--- src/rtl/pc_unit.sv ---
// Fetch program counter with MIPS delay-slot branch parking across IF stalls.
// Ports: clk/rst, IF_PCWr, Branch_*, Exc_Req, Eret_Req/EPC -> IF_PC, IF_NPC, IF_AddrErr, IF_BrPending.
module pc_unit #(
  parameter int                  PC_WIDTH    = 32,
  parameter logic [PC_WIDTH-1:0] RESET_PC    = 32'hBFC0_0000,
  parameter logic [PC_WIDTH-1:0] EXC_VECTOR  = 32'hBFC0_0380,
  parameter int                  FETCH_BYTES = 4
) (
  input  logic                clk,
  input  logic                rst,
  input  logic                IF_PCWr,
  input  logic                Branch_Taken,
  input  logic [PC_WIDTH-1:0] Branch_Target,
  input  logic                Exc_Req,
  input  logic                Eret_Req,
  input  logic [PC_WIDTH-1:0] EPC,
  output logic [PC_WIDTH-1:0] IF_PC,
  output logic [PC_WIDTH-1:0] IF_NPC,
  output logic                IF_AddrErr,
  output logic                IF_BrPending
);

  typedef enum logic {
    RUN     = 1'b0,
    BR_PEND = 1'b1
  } state_e;

  localparam logic [PC_WIDTH-1:0] INC = PC_WIDTH'(FETCH_BYTES);

  state_e              state_q, state_d;
  logic [PC_WIDTH-1:0] pc_q, pc_d;
  logic [PC_WIDTH-1:0] pend_q, pend_d;

  always_comb begin
    state_d = state_q;
    pc_d    = pc_q;
    pend_d  = pend_q;
    if (Exc_Req) begin
      pc_d    = EXC_VECTOR;
      state_d = RUN;
    end else if (Eret_Req) begin
      pc_d    = EPC;
      state_d = RUN;
    end else if (state_q == BR_PEND) begin
      // A second branch here would sit in a delay slot: ignore it.
      if (IF_PCWr) begin
        pc_d    = pend_q;
        state_d = RUN;
      end
    end else if (Branch_Taken) begin
      if (IF_PCWr) begin
        pc_d = Branch_Target;
      end else begin
        // Delay slot not yet fetched: park the target until IF advances.
        pend_d  = Branch_Target;
        state_d = BR_PEND;
      end
    end else if (IF_PCWr) begin
      pc_d = pc_q + INC;
    end
  end

  always_ff @(posedge clk) begin
    if (!rst) begin
      state_q <= RUN;
      pc_q    <= RESET_PC;
      pend_q  <= '0;
    end else begin
      state_q <= state_d;
      pc_q    <= pc_d;
      pend_q  <= pend_d;
    end
  end

  assign IF_PC        = pc_q;
  assign IF_NPC       = pc_d;
  assign IF_AddrErr   = (pc_q[1:0] != 2'b00);
  assign IF_BrPending = (state_q == BR_PEND);

endmodule

--- config.mk ---
export PLATFORM = sky130hd
export DESIGN_NAME = pc_unit
export DESIGN_NICKNAME = d
export VERILOG_FILES = /design/src/rtl/pc_unit.sv
export SDC_FILE = /design/constraint.sdc
export NUM_CORES = 1
export LEC_CHECK = 0
export CAP_MARGIN = 20
export CORE_UTILIZATION = 47
export DETAILED_ROUTE_END_ITERATION = 10
export PLACE_DENSITY = 0.9
export SYNTH_ARGS = -nofsm -noshare
export SYNTH_HDL_FRONTEND = slang
export SYNTH_SLANG_ARGS = --single-unit
--- constraint.sdc ---
create_clock -name clk -period 2.8 [get_ports clk]
set_input_delay 0.42 -clock clk [delete_from_list [all_inputs] [get_ports clk]]
set_output_delay 0.42 -clock clk [all_outputs]
set_load 0.005 [all_outputs]
# [Word-level counts from Yosys, hierarchy flattened]
# Cells that the tools add are included.
[word_totals] ff_bits=65 inputBits=70 output_inout_bits=66 word_cells=22
[op_classes] addsub=1 mux=10 bitwise_logic=5 reduce_logical=3
[ops] cell="2-to-1 mux 32 bit" n=7
[ops] cell="adder 32 x 3 -> 32 bit (second input constant)" n=1
[ops] cell="inverter 1 bit" n=5
[ops] cell="AND reduction 5 bit" n=1
[ops] cell="2-to-1 mux 1 bit" n=3
[ops] cell="OR reduction 3 bit" n=1
[ops] cell="nonzero test 2 bit" n=1

# [Longest topological paths before layout]
# Gate-level depths: netlist of run 1.
[logic_depth] word_depth=6 depth_mapped=8 mapped_depth_nobuf=6

# [Worst setup path before layout of run 1]
# OpenSTA, ideal clock, no wires.
[synth_path] path_kind="input -> output" from="in IF_PCWr" to="out IF_NPC[25]" t_arrival_ps=1960 t_required_ps=2380 slack_ps=420 path_stages=6 path_buffers=1 path_cell_list="buf_4 nand4_1 or4_1 or4_1 a32o_1 nand2_1"
[synth_between] elab_chain_len=5 word_cells_on_any_way=7 classes_between="mux (7)"
[synth_lines] item="from (decl)" line_no="11" rtl="input logic IF_PCWr,"
[synth_lines] item="2-to-1 mux 32 bit (on tied branches)" line_no="58, 51"
[synth_lines] item="2-to-1 mux 32 bit" line_no="50" rtl="end else if (Branch_Taken) begin"
[synth_lines] item="2-to-1 mux 32 bit *" line_no="44" rtl="end else if (state_q == BR_PEND) begin"
[synth_lines] item="2-to-1 mux 32 bit *" line_no="41" rtl="end else if (Eret_Req) begin"
[synth_lines] item="2-to-1 mux 32 bit *" line_no="38" rtl="if (Exc_Req) begin"
[synth_lines] item="to (decl)" line_no="18" rtl="output logic [PC_WIDTH-1:0] IF_NPC,"
# Mark *: on every way between the ends. The rest lies on a longest branch, timed or not.

# [Worst setup path in the final report of run 1]
[layout_path] from="reg pc_q[5], in the netlist IF_PC[5]" to="out IF_NPC[25]"
[layout_between] elab_chain_len=6
[layout_lines] item="from (decl)" line_no="31" rtl="logic [PC_WIDTH-1:0] pc_q, pc_d;"
[layout_lines] item="from (signal assigned)" line_no="70" rtl="pc_q <= pc_d;"
[layout_lines] item="adder 32 x 3 -> 32 bit" line_no="59" rtl="pc_d = pc_q + INC;"
[layout_lines] item="2-to-1 mux 32 bit" line_no="58" rtl="end else if (IF_PCWr) begin"
[layout_lines] item="2-to-1 mux 32 bit" line_no="50"
[layout_lines] item="2-to-1 mux 32 bit" line_no="44"
[layout_lines] item="2-to-1 mux 32 bit" line_no="41"
[layout_lines] item="2-to-1 mux 32 bit" line_no="38"
# Every way passes these cells.

==> summary.md, run 1 <==
The logs give 9450 µm² for the die area and 2 for the deepest clock path buffer count. Leakage dissipation: 0.00281 µW. For this block, the initial DRC count from the detailed router was 565.

In this run, distinct cell masters in the synthesized netlist total 57. The met2 usage in global routing was 66.6%. After detailed placement, the design holds a cell count of 863. After technology mapping, the gate count stands at 587. For the finished layout, the period the worst path requires is 3.09 ns.

The half-perimeter wire length of the detailed placement result was 11.7 mm; the post-synthesis instance area was 4260 µm². The final hold violation count was 0; the number of cells on the critical path was 8. The final route contains 5972 vias. Counting flops and latches in the post-synthesis netlist gives 65. The flow ran to the end, but the final reports show violations.

The portion of total power attributed to combinational logic is 28.5%, and the sequential fraction of design power is 36.9%. The final reports fail on setup timing. The beginning of the worst register-to-register path was IF_PC[2]$_SDFF_PN0_.

The number of H-tree levels is 3. The tools report the data required time of the critical path as 2.38 ns. Detailed-routing iteration count for the pre-antenna-repair pass: 8. The endpoint identified for the worst register-to-register timing path is IF_PC[14]$_SDFF_PN0_. The tools report the cell at the root of the clock tree as clkbuf_8. The tool flagged a number of max-cap violations equal to 0. The run gives 136 as the number of top-level pins.

STA classifies the critical path endpoint as a primary output. The number of antenna violations at the first check in global routing is 1. Arrival time at the worst endpoint: 2.67 ns.

Worst hold-check path type: flop to flop. At the pin with the least slew margin, the transition time is 0.734 ns. The number of pins exceeding their max-slew limit in the final report came out at 0. In this run the tightest slew margin relative to its limit is 50.9%. The depth of the worst register-to-register path is 15. The number of hold buffers added after CTS came out at 0.

The Yosys step of the flow raised 0 warnings. On the final layout, the worst clock skew is 0.00944 ns. The floorplan step set the die width to 97.2 µm. The signal on the critical path passes through nand4_1 > buf_4 > or4_4 > buf_6 > or4_4 > a32o_2 > nand2_1 > buf_2.

The run gives 1320 µm² as the register area. Wires add up to 19.7 mm. For the total internal power, the log shows 1890 µW. Entering global routing, the biggest net connects 54 pins. The tools report the synthesized netlist net count as 658.

TritonCTS built the clock tree. The number of buffers and inverters on the critical path was 3. Post-layout worst setup margin: -0.289 ns. The dominant cell type by count on the critical path is or4_4.

Relative to the synthesized area, the layout overhead comes to 66.9%. The number of inserted filler cells in the final layout is 507. The port buffer count is 135. The detail-routed net length per standard cell is 21.4 µm. At the end of the flow, the number of nets in the layout was 879.

The number of enable-type register cells in the synthesized netlist came out at 0. The run gives 0.35 ns as the clock insertion delay at the later pin of the skew report. The critical path ends at IF_NPC[25]. Clock-pin slew was measured on the worst setup and hold paths at 0.08 ns. The mean area per synthesized cell was 7.26 µm²; the die outline height was 97.2 µm.

After the flow finishes, the layout carries non-filler instances totaling 923. The maximum single-stage delay on the critical path was 0.54 ns. The critical path startpoint category was a flop. For this run, the share of the core covered by cells in the final layout is 81.1%.

For this configuration, the core starts out at a cell density of 48.6%. Setup repair after global routing could not meet its margin everywhere. In the synthesized netlist the async set-or-reset flop fraction comes to 0%.

Row generation in the floorplan step produced 34 rows. The run gives 5844 as the via count of the first global-routing pass. The sequential cell area fraction in the yosys report was 30.5%; the wire length of the first global-routing pass was 29.2 mm.

In the global route stage, met3 resource usage came out at 7.91%. Overall overflow remaining after global route: 0. By startpoint and endpoint, the worst setup path is classified as flop to primary output. Most frequently used flop master after synthesis: dfxtp_1. In this run, CTS created clock tree buffers numbering 9. For the final setup violation count, the log shows 13. Net switching is 29.7% of the power. The run gives 38.4% as the global-route usage over all layers. For this design the total switching power over the nets is 798 µW.

Fraction of layout instances using a drive strength above 1: 28.0%. The achievable frequency was 0.324 GHz. The largest individual stage delay along the critical path comes from the cell or4_4.

Worst-path maximum fanout: 3. Using the TritonRoute via totals, the vias-per-cell ratio works out to 6.47. In this run the register-to-register setup slack is 0.09 ns.

The tools report the origin of the worst setup path as IF_PC[5]$_SDFF_PN0_. The congestion estimate from routability-driven global placement came to 0.972. Power spread over the standard cell area amounts to 378 nW/µm². The clock network accounts for 34.6% of the total power. The met1 track demand over resource is 43.7%. Gate family responsible for the most delay along the worst path: simple AND/OR/NAND/NOR gates. The footprint of the multi-input gates was 3110 µm²; the placeable core area was 8760 µm². The routing layer with the top usage in global route was met2. Across the VDD grid, the largest voltage drop is 314 µV.

The detail route stage leaves a number of antenna-violating nets equal to 0. The clock net in this run drives a total of 65 sinks. The share of the cycle needed by the critical path after routing was 110%; the DRC violation count after routing was 0.
[worst min-delay path, delay by kind of cell, from the launching register on]
family | cells | cell delay, ns
flops | 1 | 0.31
compound gates | 1 | 0.06
simple gates | 1 | 0.05
[power by group through the flow]
stage | sequential [µW] | clock (µW) | combinational [µW]
4_1_cts | 986 | 925 | 699
5_1_grt | 993 | 972 | 802
6_report | 991 | 930 | 765
2_1_floorplan | 1010 | 0 | 262
3_3_place_gp | 1010 | 0 | 633
3_5_place_dp | 1010 | 0 | 646
[layout make-up]
class	instances	share of cell area (%)
Inverter	5	0.264
Sequential cell	65	18.6
Clock buffer	12	2.04
Tap cell	108	1.90
Multi-Input combinational cell	469	43.7
Clock inverter	4	1.07
Antenna cell	2	0.0704
Timing Repair Buffer	258	32.4
[metrics by stage]
step	TNS (ns)	hold WS [ns]	power [µW]	setup WS (ns)	area (µm²)
3_5_place_dp	-2.92	0.457	1650	-0.285	6200
6_report	-0.985	0.467	2690	-0.289	7110
4_1_cts	-0.611	0.467	2610	-0.208	6870
3_3_place_gp	-1.95	0.446	1640	-0.211	6200
2_1_floorplan	0	0.440	1280	0.420	4260
5_1_grt	-2.04	0.486	2770	-0.326	7110
[what timing repair did]
item,CTS,global route
resized for setup,101,59
endpoints found under the setup margin,31,27
pin swaps,29,35
buffers inserted,35,14
[registers in the layout (all words and copies together) (netlist names)]
| name | flops |
|---|---|
| pend_q | 32 |
| IF_BrPending | 1 |
| IF_PC | 32 |
[cells by family (layout without fill, tap and decap cells)]
logic type                 Yosys count  in the layout  synth area share, %
buffers and inverters               53            279                 5.20
AOI/OAI and AO/OA                  161            161                 25.8
muxes                               29             29                 6.93
adders and majority gates            1              1                0.294
xor gates and xnor gates             6              6                 1.23
and+or+nand+nor                    272            272                 30.0
other                                0              2                    0
DFF                                 65             65                 30.5
[synthesized netlist by cell type (5+ instances only)]
library cell	instances	area, µm²
nand2_1	114	428
dfxtp_1	65	1300
nor2_1	53	199
a21oi_1	39	195
a21boi_0	32	240
clkbuf_1	30	113
mux2i_1	25	250
nor3_1	23	115
o21ai_0	23	115
nand3_1	11	55.1
a22o_1	10	87.6
nor2b_1	9	56.3
buf_2	8	40.0
or3_1	8	50.1
and2_1	7	43.8
nand4_1	7	43.8
buf_1	6	22.5
nand2b_1	6	37.5
nor4_1	6	37.5
o22ai_1	6	37.5
o31a_1	6	52.6
or4_1	6	45.0
a31oi_1	5	31.3
inv_1	5	18.8
nor3b_1	5	37.5
or2_2	5	31.3
[metal layers]
metal | up-vias | wire (µm)
met5 | - | 0
met4 | 0 | 1250
met3 | 131 | 2170
met2 | 492 | 9480
met1 | 2801 | 6820
li1 | 2548 | -
[layout by cell type, fill, tap and decap left out, types with 8 or more instances in the layout]
cell | Yosys | final
dfxtp_2 | 0 | 10
buf_6 | 0 | 10
clkdlybuf4s50_1 | 0 | 110
a21oi_1 | 39 | 35
nor3_1 | 23 | 15
clkbuf_8 | 0 | 10
buf_2 | 8 | 11
a21boi_0 | 32 | 32
nand3_1 | 11 | 10
nor2b_1 | 9 | 8
nor2_1 | 53 | 48
o21ai_0 | 23 | 17
mux2i_1 | 25 | 25
buf_4 | 3 | 107
nand2_1 | 114 | 114
dfxtp_1 | 65 | 53
a22o_1 | 10 | 10
[how the worst min path moves through the flow]
stage | startpoint | endpoint | slack (ns) | cells after the start
4_1_cts | pend_q[15]$_SDFFE_PN0P_ | pend_q[15]$_SDFFE_PN0P_ | 0.47 | 2
2_1_floorplan | pend_q[27]$_SDFFE_PN0P_ | pend_q[27]$_SDFFE_PN0P_ | 0.44 | 2
3_3_place_gp | pend_q[10]$_SDFFE_PN0P_ | pend_q[10]$_SDFFE_PN0P_ | 0.45 | 2
5_1_grt | pend_q[15]$_SDFFE_PN0P_ | pend_q[15]$_SDFFE_PN0P_ | 0.49 | 2
3_5_place_dp | pend_q[15]$_SDFFE_PN0P_ | pend_q[15]$_SDFFE_PN0P_ | 0.46 | 2
6_report | pend_q[15]$_SDFFE_PN0P_ | pend_q[15]$_SDFFE_PN0P_ | 0.47 | 2
(Power assumes the default switching activity.)
==> run 2, diff against run 1 <==
--- a/config.mk
+++ b/config.mk
@@ -6,6 +6,7 @@
 export NUM_CORES = 1
 export LEC_CHECK = 0
 export CAP_MARGIN = 20
+export CORE_MARGIN = 2
 export CORE_UTILIZATION = 47
 export DETAILED_ROUTE_END_ITERATION = 10
 export PLACE_DENSITY = 0.9
==> summary.md, run 2 (same netlist as run 1, synthesis figures left out) <==
The flow ran to the end, but the final reports show violations. The checks that failed: setup timing. The actual slew at the worst max-slew pin was 0.692 ns (-0.0429 ns). The run gives 0 (unchanged) as the DRC violation count after routing. The data required time of the critical path came out at 2.38 ns (about the same). Kind of capture point of the worst setup path: a primary output.

The depth of the worst register-to-register path was 8 (-7). Half-perimeter wire length of the detailed placement result: 11.6 mm (-0.44%). The run gives 15 (+2) as the final setup violation count. The deepest clock path buffer count was 2 (unchanged). Cell at the root of the clock tree: clkbuf_8. The final hold violation count was 0 (unchanged).

The maximum resistive drop on vdd is 247 µV (-21%). The tools report the row count as 34 (unchanged). The leakage dissipation was 0.00271 µW (-3.4%); the worst-path maximum fanout was 3 (unchanged). For the number of maximum-capacitance violations, the log shows 0 (unchanged). For the final net count, the log shows 855 (-2.7%). The port buffer count is 135 (unchanged), and the number of top-level pins is 136 (unchanged). The number of pins exceeding their max-slew limit in the final report was 0 (unchanged). The worst hold path belongs to the class flop to flop. The sum of routed wire length over all layers was 18.7 mm (-5.2%); the CTS buffer count was 9 (unchanged). The post-layout worst setup margin was -0.205 ns (+0.0835 ns); the clock period minus final worst setup slack was 3.01 ns (-0.0835 ns). Most common library cell in the layout ignoring fill and taps: nand2_1.

The tools report the met2 usage in global routing as 58.6% (-8.0 points). The met1 track demand over resource is 39.5% (-4.2 points). The clock insertion delay at the later pin of the skew report came out at 0.36 ns (about the same). The worst setup path is launched from a flop. The width of the chip works out to 99.2 µm (+2.1%). The number of antenna repair diodes was 0 (-2); the arrival time at the worst endpoint was 2.59 ns (-0.08 ns). The logs give 0.0173 ns (+0.00789 ns) for the clock skew and 41 (-24%) for the maximum number of pins on one net before global-route repair. The global routing usage on met3 is 7.38% (-0.53 points), and the power density relative to cell area is 381 nW/µm² (+0.82%). The clock-pin slew on the worst setup and hold paths is 0.09 ns (about the same), and the worst-case headroom to the max-slew limit is 53.9% (+3.0 points). The tools report the post-route cell area as 6880 µm² (-3.3%). The run gives 0.468 ns (+0.00143 ns) as the worst hold slack. The vias per cell is 6.39 (-1.2%).

Number of cells on the worst hold path: 2 (unchanged). Placeable core area: 8760 µm² (unchanged). The logs give 567 (+0.35%) for the initial detailed-routing violation count and 6140 µm² (-1.0%) for the standard cell area after detailed placement. The die outline height is 99.2 µm (+2.1%). Overall overflow remaining after global route: 0 (unchanged). The worst setup path is of the flop to primary output kind.

The clock sink count came out at 65 (unchanged). The via count of the first global-routing pass came out at 5670 (-3.0%). The run gives 5734 (-4.0%) as the via total after detailed routing. TritonCTS built the clock tree. The detail-routed net length per standard cell works out to 20.8 µm (-2.5%). The fraction of layout instances using a drive strength above 1 works out to 25.7% (-2.3 points). Leaving out fill and tap cells, the most frequent cells in the layout are nand2_1 (114), clkdlybuf4s50_1 (108), buf_4 (88). The run gives 0 (-1) as the number of antenna violations at the first check in global routing. The tools report the post-detailed-route count of antenna-violating nets as 0 (unchanged). The worst-case setup slack after placement was -0.265 ns (+0.0192 ns); the end-of-flow core utilization was 78.5% (-2.7 points).

The wire length of the first global-routing pass was 27.1 mm (-7.0%). The starting utilization of the core area is 48.6% (unchanged). The synthesis-to-layout area growth came out at 61.4%.

The die area is 9840 µm² (+4.2%), and the share of the cycle needed by the critical path after routing is 107% (-3.0 points). The global-route usage over all layers is 34.3% (-4.1 points). The routing layer with the top usage in global route was met2.

The tools report the detailed-routing iteration count for the pre-antenna-repair pass as 7 (-1). Setup repair after global routing could not meet its margin everywhere. The run gives 0.897 (-7.7%) as the weighted congestion reported at the end of routability-driven placement. The run gives 3 (unchanged) as the number of H-tree levels. The achievable frequency is 0.333 GHz (+2.8%).
-- run 2: layout make-up --
cell class,count,area (µm²)
clock buffer,9,124
clock inverter,7,95.1
fill,575,1890
inverter,5,18.8
multi-input combinational,469,3100
sequential,65,1320
tap,108,135
timing repair buffer,234,2090
-- run 2: layer usage --
layer	vias up	routed length, µm
met5	-	0
met4	0	1120
met3	118	1890
met2	432	8860
met1	2679	6820
li1	2505	-
-- run 2: final timing paths --
kind / slack [ns] / end / startpoint
max: -0.21 / IF_NPC[25] / IF_PC[4]$_SDFF_PN0_
min: 0.47 / pend_q[12]$_SDFFE_PN0P_ / pend_q[12]$_SDFFE_PN0P_
min reg2reg: 0.47 / pend_q[12]$_SDFFE_PN0P_ / pend_q[12]$_SDFFE_PN0P_
max reg2reg: 0.61 / IF_PC[21]$_SDFF_PN0_ / IF_PC[5]$_SDFF_PN0_
-- run 2: metrics by stage --
| step | std cells | setup TNS, ns | power (µW) |
|---|---|---|---|
| 4_1_cts | 891 | -0.983 | 2540 |
| 6_report | 897 | -0.853 | 2620 |
| 5_1_grt | 897 | -1.41 | 2690 |
| 3_5_place_dp | 858 | -2.45 | 1640 |
| 3_3_place_gp | 858 | -1.48 | 1620 |
| 2_1_floorplan | 587 | 0 | 1280 |
-- run 2: repair_timing --
| action | 4_1_cts | 5_1_grt |
|---|---|---|
| resized for setup | 108 | 48 |
| setup buffers | 16 | 7 |
| hold buffers | 0 | 0 |
| pin swaps | 33 | 25 |
| gates cloned | 1 | 0 |
| setup endpoints to repair | 31 | 22 |
-- run 2: report_power, final --
group | leakage, µW | switching, µW | internal [µW]
combinational | 0.00207 | 338 | 358
sequential | 0.000533 | 34.7 | 958
clock | 0.000109 | 429 | 501
total | 0.00271 | 801 | 1820
-- run 2: critical path, stage by stage (launching register included) --
cell,delay [ns]
dfxtp_2,0.43
nand4_1,0.20
or4_4,0.50
buf_6,0.14
or4_4,0.47
a32o_2,0.30
nand2_1,0.07
buf_2,0.11
